==> config.mk <==
export PLATFORM = sky130hd
export DESIGN_NAME = mmio_timer_flat
export DESIGN_NICKNAME = d
export VERILOG_FILES = /design/src/rtl/mmio_timer_if.sv /design/src/rtl/mmio_timer.sv /design/src/flat_wrapper.sv
export SDC_FILE = /design/constraint.sdc
export NUM_CORES = 1
export LEC_CHECK = 0
export CORE_AREA = 5 5 189 191
export CTS_CLUSTER_DIAMETER = 200
export DETAILED_ROUTE_END_ITERATION = 8
export DIE_AREA = 0 0 194 196
export PLACE_DENSITY = 0.58
export SETUP_SLACK_MARGIN = 0.05
export SYNTH_ARGS = -nofsm -noshare
export SYNTH_HDL_FRONTEND = slang
export SYNTH_SLANG_ARGS = --single-unit
==> constraint.sdc <==
create_clock -name clk -period 5.02 [get_ports clk]
set_clock_uncertainty 0.1 [all_clocks]
set_input_delay 1.506 -clock clk [delete_from_list [all_inputs] [get_ports clk]]
set_output_delay 1.506 -clock clk [all_outputs]
set_load 0.005 [all_outputs]
==> src/rtl/mmio_timer_if.sv <==
// Load/store bus between the core (master) and a memory-mapped responder (slave).
// One request per cycle on en; the responder answers with a one-cycle ready strobe.
interface mmio_timer_if;
  logic        en;
  logic        write;
  logic [1:0]  width;
  logic [31:0] addr;
  logic [31:0] wdata;
  logic [31:0] rdata;
  logic        ready;
  logic        addr_fault;
  logic        access_fault;

  modport master (
    output en, write, width, addr, wdata,
    input  rdata, ready, addr_fault, access_fault
  );

  modport slave (
    input  en, write, width, addr, wdata,
    output rdata, ready, addr_fault, access_fault
  );
endinterface

==> src/rtl/mmio_timer.sv <==
// Memory-mapped machine timer: prescaled 64-bit MTIME, 64-bit MTIMECMP, level ext_int.
// Define MMIO_TIMER_LATCH_EN to latch MTIME_HI on every MTIME_LO read for coherent 64-bit reads.
module mmio_timer #(
  parameter logic [31:0] BASE_ADDR = 32'hC000_0000
) (
  input  logic        clk,
  input  logic        reset_n,
  mmio_timer_if.slave bus,
  output logic        ext_int
);
  localparam logic [2:0] OFF_MTIME_LO = 3'd0;
  localparam logic [2:0] OFF_MTIME_HI = 3'd1;
  localparam logic [2:0] OFF_CMP_LO   = 3'd2;
  localparam logic [2:0] OFF_CMP_HI   = 3'd3;
  localparam logic [2:0] OFF_CTRL     = 3'd4;
  localparam logic [2:0] OFF_STATUS   = 3'd5;

  logic [63:0] mtime;
  logic [63:0] mtimecmp;
  logic        ctrl_en;
  logic        ctrl_ie;
  logic [7:0]  prescale;
  logic [7:0]  pre_cnt;
`ifdef MMIO_TIMER_LATCH_EN
  logic [31:0] mtime_hi_shadow;
`endif

  logic        sel;
  logic [2:0]  word_off;
  logic        width_bad;
  logic        misaligned;
  logic        target_bad;
  logic        rd_ok;
  logic        wr_ok;
  logic        tick;
  logic        cmp_hit;
  logic [31:0] rd_mux;

  logic        vld_p1;
  logic        addr_fault_p1;
  logic        access_fault_p1;
  logic [31:0] rdata_p1;

  // p0: request decode, fault classification and read mux (all from pre-update state)
  always_comb begin
    sel        = bus.en && (bus.addr[31:5] == BASE_ADDR[31:5]);
    word_off   = bus.addr[4:2];
    width_bad  = (bus.width != 2'b10);
    misaligned = (bus.addr[1:0] != 2'b00);
    target_bad = (word_off > OFF_STATUS) || (bus.write && word_off == OFF_STATUS);
    rd_ok      = sel && !width_bad && !misaligned && !target_bad && !bus.write;
    wr_ok      = sel && !width_bad && !misaligned && !target_bad && bus.write;
    tick       = ctrl_en && (pre_cnt == prescale);
    cmp_hit    = (mtime >= mtimecmp);

    rd_mux = 32'd0;
    case (word_off)
      OFF_MTIME_LO: rd_mux = mtime[31:0];
`ifdef MMIO_TIMER_LATCH_EN
      OFF_MTIME_HI: rd_mux = mtime_hi_shadow;
`else
      OFF_MTIME_HI: rd_mux = mtime[63:32];
`endif
      OFF_CMP_LO:   rd_mux = mtimecmp[31:0];
      OFF_CMP_HI:   rd_mux = mtimecmp[63:32];
      OFF_CTRL:     rd_mux = {16'd0, prescale, 6'd0, ctrl_ie, ctrl_en};
      OFF_STATUS:   rd_mux = {31'd0, cmp_hit};
      default:      rd_mux = 32'd0;
    endcase
  end

  // p0 -> p1: response registers, interrupt, and register-file state
  always_ff @(posedge clk) begin
    if (!reset_n) begin
      vld_p1          <= 1'b0;
      addr_fault_p1   <= 1'b0;
      access_fault_p1 <= 1'b0;
      rdata_p1        <= 32'd0;
      ext_int         <= 1'b0;
      mtime           <= 64'd0;
      mtimecmp        <= 64'hFFFF_FFFF_FFFF_FFFF;
      ctrl_en         <= 1'b0;
      ctrl_ie         <= 1'b0;
      prescale        <= 8'd0;
      pre_cnt         <= 8'd0;
`ifdef MMIO_TIMER_LATCH_EN
      mtime_hi_shadow <= 32'd0;
`endif
    end else begin
      vld_p1          <= sel;
      addr_fault_p1   <= sel && !width_bad && misaligned;
      access_fault_p1 <= sel && (width_bad || (!misaligned && target_bad));
      rdata_p1        <= rd_ok ? rd_mux : 32'd0;
      ext_int         <= ctrl_ie && cmp_hit;

      if (wr_ok && word_off == OFF_CTRL) begin
        ctrl_en  <= bus.wdata[0];
        ctrl_ie  <= bus.wdata[1];
        prescale <= bus.wdata[15:8];
        pre_cnt  <= 8'd0;
      end else if (tick) begin
        pre_cnt  <= 8'd0;
      end else if (ctrl_en) begin
        pre_cnt  <= pre_cnt + 8'd1;
      end

      // A bus write to either half suppresses that cycle's increment entirely.
      if (wr_ok && word_off == OFF_MTIME_LO) begin
        mtime[31:0] <= bus.wdata;
      end else if (wr_ok && word_off == OFF_MTIME_HI) begin
        mtime[63:32] <= bus.wdata;
      end else if (tick) begin
        mtime <= mtime + 64'd1;
      end

      if (wr_ok && word_off == OFF_CMP_LO) mtimecmp[31:0]  <= bus.wdata;
      if (wr_ok && word_off == OFF_CMP_HI) mtimecmp[63:32] <= bus.wdata;

`ifdef MMIO_TIMER_LATCH_EN
      if (wr_ok && word_off == OFF_MTIME_HI)
        mtime_hi_shadow <= bus.wdata;
      else if (rd_ok && word_off == OFF_MTIME_LO)
        mtime_hi_shadow <= mtime[63:32];
`endif
    end
  end

  assign bus.ready        = vld_p1;
  assign bus.rdata        = rdata_p1;
  assign bus.addr_fault   = addr_fault_p1;
  assign bus.access_fault = access_fault_p1;
endmodule
==> src/flat_wrapper.sv <==
// flat-port wrapper written by rule: the top's interface ports become plain ports
module mmio_timer_flat 
#(
  parameter logic [31:0] BASE_ADDR = 32'hC000_0000
)
  (clk, reset_n, ext_int, bus_en, bus_write, bus_width, bus_addr, bus_wdata, bus_rdata, bus_ready, bus_addr_fault, bus_access_fault);
  mmio_timer_if bus_i ();
  input  logic clk;
  input  logic reset_n;
  output logic ext_int;
  input wire logic [$bits(bus_i.en)-1:0] bus_en;
  input wire logic [$bits(bus_i.write)-1:0] bus_write;
  input wire logic [$bits(bus_i.width)-1:0] bus_width;
  input wire logic [$bits(bus_i.addr)-1:0] bus_addr;
  input wire logic [$bits(bus_i.wdata)-1:0] bus_wdata;
  output wire logic [$bits(bus_i.rdata)-1:0] bus_rdata;
  output wire logic [$bits(bus_i.ready)-1:0] bus_ready;
  output wire logic [$bits(bus_i.addr_fault)-1:0] bus_addr_fault;
  output wire logic [$bits(bus_i.access_fault)-1:0] bus_access_fault;
  assign bus_i.en = bus_en;
  assign bus_i.write = bus_write;
  assign bus_i.width = bus_width;
  assign bus_i.addr = bus_addr;
  assign bus_i.wdata = bus_wdata;
  assign bus_rdata = bus_i.rdata;
  assign bus_ready = bus_i.ready;
  assign bus_addr_fault = bus_i.addr_fault;
  assign bus_access_fault = bus_i.access_fault;
  mmio_timer #(.BASE_ADDR(BASE_ADDR)) u_core (.clk(clk), .reset_n(reset_n), .bus(bus_i), .ext_int(ext_int));
endmodule
# Yosys cells after proc, flatten, opt, wreduce, memory -nomap -nowiden
# Cells that the tools add are included.
[totals]
regBits = 182
in_bits = 70
word_cells = 64
[op_classes]
order_cmp = 2
eq_ne = 9
n_reduce_logical = 31
muxes = 5
add_sub_neg = 2
n_bitwise = 2
[op_table]
columns = ["op", "count"]
rows = [
  ["one-hot mux 32 bit (6 select lines)", 1],
  ["two-way mux 32 bit", 3],
  ["adder 64 x 1 -> 64 bit (second input constant)", 1],
  [">= comparator 64 bit", 1],
  ["two-way mux 64 bit", 1],
  ["equality test 27 bit (second input constant)", 1],
  ["logical AND 1 bit", 17],
  ["adder 8 x 1 -> 8 bit (second input constant)", 1],
  ["equality test 8 bit", 1],
  ["equality test 3 x 2 -> 1 bit (second input constant)", 2],
  ["equality test 3 bit (second input constant)", 2],
  ["AND reduction 2 bit", 3],
  ["nonzero test 2 bit", 3],
  ["logical NOT 1 bit", 4],
  ["equality test 3 x 1 -> 1 bit (second input constant)", 1],
  ["> comparator 3 bit (second input constant)", 1],
  ["logical NOT 3 bit", 1],
  ["OR reduction 3 bit", 1],
  ["logical OR 1 bit", 2],
  ["inequality test 2 x 1 -> 1 bit (second input constant)", 1],
  ["inequality test 2 bit (second input constant)", 1],
  ["inverter 1 bit", 2],
]

# Longest topological paths before layout
# Gate-level depths: netlist of the first run.
[logic_depth]
depth_word = 9
ltp_mapped = 11

# Least setup slack after synthesis of the first run
# Ideal clock, no wire load.
[synth_path]
path_type = "input to register"
start = "input bus_addr[2]"
end = "register u_core.mtime[10]"
stages = 9
setup_ps = 91
required_time_ps = 4829
slack_ps = 1440
t_arrival_ps = 3389
cell_sequence = "buf_4 a21oi_2 o2111a_2 and4_4 buf_6 or4b_1 buf_2 or3_1 a311oi_1"
[synth_via]
elab_chain_cells = 9
elab_cells_between_ends = 15
classes_between = "1 x order compare; 3 x eq/ne; 1 x mux; 10 x reduce/logical"
[synth_rtl]
columns = ["item", "line_no", "source"]
rows = [
  ["from (decl)", "flat_wrapper.sv:14", "input wire logic [$bits(bus_i.addr)-1:0] bus_addr;"],
  ["parallel branches: the longest is 9 deep, another holds > comparator 3 bit", "--", ""],
  ["to (signal assigned)", "mmio_timer.sv:109", "mtime[31:0] <= bus.wdata;"],
  ["to (signal assigned)", "mmio_timer.sv:113", "mtime <= mtime + 64'd1;"],
  ["to (decl)", "mmio_timer.sv:18", "logic [63:0] mtime;"],
]
# Parallel ways; which one is timed is not known.
# A chain may end at the register's enable or synchronous reset.

# Worst setup path in the final report of the first run
# Same ends and word-level chain as after synthesis.

==> impl_metrics.ini, run 1 <==
[outcome]
status = finished clean

[die]
die_w_microns = 194
core_sq_um = 33950
start_util_pct = 29.58
dieArea_sq_um = 38020
io_pins = 106
fp.dieH_microns = 196
row_count = 68

[synthesis]
ys_seq_area_share_pct = 36.28
synthArstFlopShare_pct = 0
synthesis.area_sq_um = 10040
yosysTopAreaCell = dfxtp_1
synth_cell_types = 65
synth-edff-count = 0
synth.avg_cell_area_sq_um = 8.165
ys.flop_type = dfxtp_1
syn_nets = 1366
synthCells = 1230
netlist.area_leader.share_pct = 36.28
synth.area.top_cells = dfxtp_1, ha_1, nand2_1, o211ai_1, a21oi_1
yosysWarnings = 0
synth_seq_cells = 182

[grt]
overflow = 0
track_usage_pct = 17.34
grt_max_degree = 64
grt_pass1_vias = 9200
grt_pass1_wl_mm = 53.19
grt_antenna_before_repair = 0

[sta]
slew_headroom_pct = 33.68
hold_slack_ns = 0.4258
layout_worst_path_cycle_share_pct = 77.82
fmax_ghz = 0.2560
setup_tns_ns = 0
finalSetupViolations = 0
hold_violations = 0
period_minus_slack_ns = 3.907
drv_slew = 0
tightest_slew_ns = 0.9814
rsz0062_at_grt = no

[clocking]
post-cts-setup-buffer-count = 0
insertion_delay_ns = 0.45
cts_buffer_depth = 2
cts_resized = 0
ctsRootBufferMaster = clkbuf_16
tritoncts = yes
clkTransAtPathRegs_ns = 0.08
cts.sinks = 182
htreeDepth = 4
cts_hold_buffers = 0
numCtsBuffers = 17

[place]
dp_hpwl_mm = 24.78
placed_area_sq_um = 11580
placedCellCount = 1739
place.gp.congestion = 0.8686
portBuffers = 105

[power_and_ir_drop]
power.total_mw = 3.029
leakage_nw = 4.904
power_density_nw_per_um2 = 248.6
vdd_drop_max_mv = 0.1654

[cells_and_area]
n_antenna_cell = 0
fin_nets = 1439
areaGrowthSynthToFinish_pct = 21.33
drive_gt1_share_pct = 6.079
finalNonFillerCells = 1771
fin_area_sq_um = 12190

[detailed_routing]
wl_per_cell_microns = 19.03
vias_per_cell = 5.416
ant_nets = 0
vias = 9591
route.detailed.drc = 0
dr.pass1.iters = 6
wl_mm = 33.70
drtIter0Drc = 808

[run]
maxCapViolCount = 0

[worst_setup_path]
cp-startpoint = bus_addr[2]
start_kind = input port
crit_type = input port to flip-flop
endpoint_kind = flip-flop
worstPathMaxFanout = 26
arrival_ns = 4.16
r2r_start = u_core.mtime[45]
cp.required_ns = 5.27

[hold_path]
hold_class = flip-flop to flip-flop
hp-start = u_core.mtimecmp[63]
-- layer usage --
layer	global-route usage, %	up-vias	part of all wire [%]
li1	-	4669	-
met1	22.96	4613	45
met2	29.11	277	48
met3	3.211	32	5.1
met4	4.766	0	1.6
met5	0	-	0
-- through the flow --
stage | util, % | worst slack, ns
2_1_floorplan | - | 1.440
3_3_place_gp | 34.10 | 0.7279
3_5_place_dp | 34.10 | 0.6830
4_1_cts | 35.89 | 1.132
5_1_grt | 35.89 | 0.9721
6_report | 35.89 | 1.113
-- kinds of logic after synthesis --
group	Yosys count	synth area share (%)
mux	21	2.118
fa+ha+maj	66	8.222
compound gates	361	23.89
buf+inv	152	5.917
simple gates	409	20.17
flops	182	36.28
xor+xnor	39	3.401
-- worst paths after layout --
path	to	slack, ns	cells after the start
worst min-delay path	u_core.mtimecmp[63]	0.43	2
worst min register to register	u_core.mtimecmp[63]	0.43	2
worst max register to register	u_core.bus.rdata[0]	1.86	8
worst max-delay path	u_core.mtime[10]	1.11	7
-- cell usage in the layout (no fill, tap or decap), types with 20 or more instances in the layout --
master / count
dfxtp_1: 182
nor2_1: 86
a22oi_1: 51
a21oi_1: 88
clkdlybuf4s50_1: 104
nand4_1: 32
nand3_1: 40
ha_1: 66
o21ai_0: 58
xnor2_1: 20
nand2_1: 140
inv_1: 73
o211ai_1: 64
buf_4: 26
-- worst max-delay path, cell delays in order --
cell,delay [ns]
clkdlybuf4s50_1,0.65
a21oi_2,0.10
o2111a_2,0.31
and4_4,0.29
or4b_1,0.67
or3_1,0.37
a311oi_1,0.27
-- report_power, final --
group	leakage (nW)	total [mW]	internal [mW]	switching, mW
registers	1.47	1.44	1.44	0.0000000000783
logic	3.14	0.161	0.0720	0.0891
clock network	0.296	1.43	0.768	0.658
total	4.90	3.03	2.28	0.747
-- cell usage after synthesis (4+ instances only) --
master and n:
dfxtp_1 182, or3_1 10, nor2_1 87, a22oi_1 51, a31oi_1 11, a311oi_1 8
a211oi_1 11, a21o_1 11, o22ai_1 10, a22o_1 6, nand3_1 40, and3_1 21
ha_1 66, a221oi_1 7, xor2_1 19, and2_1 11, and4_1 13, nand4_1 32
buf_1 9, inv_1 73, clkbuf_1 59, o211a_1 4, xnor2_1 20, o21ai_0 60
buf_2 7, a222oi_1 6, o211ai_1 64, a21oi_1 88, mux2i_1 19, nor3_1 18
nand2_1 140, o31ai_1 4, nor4_1 14
-- registers in the layout (all words and copies together) (netlist names), 8 cells and up --
name,flops
u_core.mtimecmp,64
u_core.prescale,8
u_core.bus.rdata,32
u_core.mtime,64
u_core.pre_cnt,8
-- layout make-up --
| class | count | area, sq um |
|---|---|---|
| Fill cell | 3447 | 21760 |
| Multi-Input combinational cell | 896 | 5826 |
| Sequential cell | 182 | 3643 |
| Timing Repair Buffer | 132 | 1261 |
| Tap cell | 455 | 569.3 |
| Clock buffer | 19 | 442.9 |
| Inverter | 74 | 277.8 |
| Clock inverter | 13 | 165.2 |
Power figures use the tool's default switching activity.
==> inputs of run 2 (changes only) <==
clock period = 4 ns   (was 5.02 ns; I/O delays follow)
==> run 2 against run 1 <==
Compared with the run above:
- combinational power up 27%
- utilization up 0.33 points
- via count up 0.88%
- sequential share of layout area down 0.27 points
- largest power group unchanged
- worst hold slack worse by 0.021 ns
==> impl_metrics.ini, run 2 (same netlist as run 1, synthesis figures left out) <==
[outcome]
status = finished clean

[power_and_ir_drop]
p_sw_share_pct = 25.74
power_frac_clock_pct = 46.4
p_int_mw = 2.791
power.total_mw = 3.759
power_density_nw_per_um2 = 305.7
p_seq_share_pct = 48.1
vdd_drop_max_mv = 0.2420
power_switching_uw = 967.6
combPwrFrac_pct = 5.5
leakage_nw = 4.980

[place]
placed_area_sq_um = 11710
placedCellCount = 1752
place.gp.congestion = 0.9303
place_ws_ns = 0.2216
portBuffers = 105
dp_hpwl_mm = 24.57

[grt]
grt_pass1_wl_mm = 53.64
grt_antenna_before_repair = 0
track_usage_pct = 17.48
overflow = 0
grt_pass1_vias = 9251
grt_max_degree = 82

[cells_and_area]
fin_nets = 1452
ff_latch_area_sq_um = 3643
fin_util_pct = 36.23
final_cell_mix = dfxtp_1, nand2_1, clkdlybuf4s50_1
finalNonFillerCells = 1784
fin_area_sq_um = 12300
areaGrowthSynthToFinish_pct = 22.45
drive_gt1_share_pct = 7.073
multiInputGateArea_sq_um = 5826
final_common_cell = dfxtp_1
n_antenna_cell = 0
fillers = 3520

[detailed_routing]
wl_met1_mm = 14.99
vias_per_cell = 5.423
wl_met2_mm = 16.41
route.detailed.drc = 0
wl_mm = 33.94
wl_per_cell_microns = 19.02
vias = 9675
drtIter0Drc = 920
dr.pass1.iters = 5
wl_met3_mm = 1.995
top_layer = met4
ant_nets = 0

[clocking]
cts.sinks = 182
numCtsBuffers = 17
ctsRootBufferMaster = clkbuf_16
cts_hold_buffers = 0
htreeDepth = 4
post-cts-setup-buffer-count = 0
clkTransAtPathRegs_ns = 0.08
cts_buffer_depth = 2
tritoncts = yes
cts_resized = 0
insertion_delay_ns = 0.46

[worst_setup_path]
rrSetupSlack_ns = 0.82
endpoint_kind = flip-flop
crit_type = input port to flip-flop
cp-startpoint = bus_addr[3]
start_kind = input port
rr_endpoint = u_core.bus.rdata[0]
arrival_ns = 3.62
r2r_start = u_core.mtime[45]
cp.required_ns = 4.27
worstPathMaxFanout = 17
ff2ff_path_depth = 7

[die]
fp.dieH_microns = 196
die_w_microns = 194
dieArea_sq_um = 38020
start_util_pct = 29.58
row_count = 68
core_sq_um = 33950
io_pins = 106

[sta]
tightest_slew_ns = 0.9845
setup_ws_ns = 0.6460
slew_headroom_pct = 33.47
setup_tns_ns = 0
finalSetupViolations = 0
fmax_ghz = 0.2982
drv_slew = 0
layout_worst_path_cycle_share_pct = 83.85
hold_violations = 0
rsz0062_at_grt = no
hold_slack_ns = 0.4049
period_minus_slack_ns = 3.354

[hold_path]
hp-start = u_core.ctrl_ie
hold_end = u_core.ext_int
hold_class = flip-flop to flip-flop
whs_path_depth = 1

[run]
maxCapViolCount = 0
==> run 2: cell count changes in the layout (fill, tap and decap cells not counted), sizes merged <==
cell | previous run | this run
inv | 79 | 82
clkinv | 5 | 4
clkinvlp | 1 | 2
bufinv | 2 | 1
clkbuf | 19 | 17
buf | 28 | 41
==> run 2: power by group through the flow <==
stage / clock network (mW) / registers (mW) / logic [mW]
3_3_place_gp: 0 / 1.85 / 0.203
2_1_floorplan: 0 / 1.85 / 0.0723
4_1_cts: 1.78 / 1.81 / 0.205
5_1_grt: 1.85 / 1.81 / 0.218
3_5_place_dp: 0 / 1.85 / 0.205
6_report: 1.74 / 1.81 / 0.205
==> run 2: worst max-delay path: stages <==
cell	delay [ns]
clkdlybuf4s50_1	0.50
buf_4	0.27
nor3b_2	0.11
and4_4	0.23
or4b_1	0.66
or3_1	0.38
a311oi_1	0.26
==> run 2: routing by layer <==
layer / vias up / track usage [%]
met5: - / 0
met1: 4632 / 23.42
met4: 0 / 4.453
met2: 308 / 29.50
met3: 39 / 2.834
li1: 4696 / -
==> run 2: worst max path at each step <==
stage	to	slack (ns)	cells after the start
finish	u_core.mtime[10]	0.65	7
global route	u_core.mtime[12]	0.54	7
CTS	u_core.mtime[10]	0.66	7
detailed placement	u_core.mtime[10]	0.22	7
global placement	u_core.mtime[14]	0.26	7
floorplan	u_core.mtime[10]	0.73	9
==> run 2: final cells by class <==
| type | count | area share, % |
|---|---|---|
| multi-input combinational | 896 | 47.37 |
| sequential | 182 | 29.63 |
| timing repair buffer | 145 | 11.35 |
| tap | 455 | 4.629 |
| clock buffer | 17 | 3.459 |
| inverter | 74 | 2.259 |
| clock inverter | 15 | 1.302 |
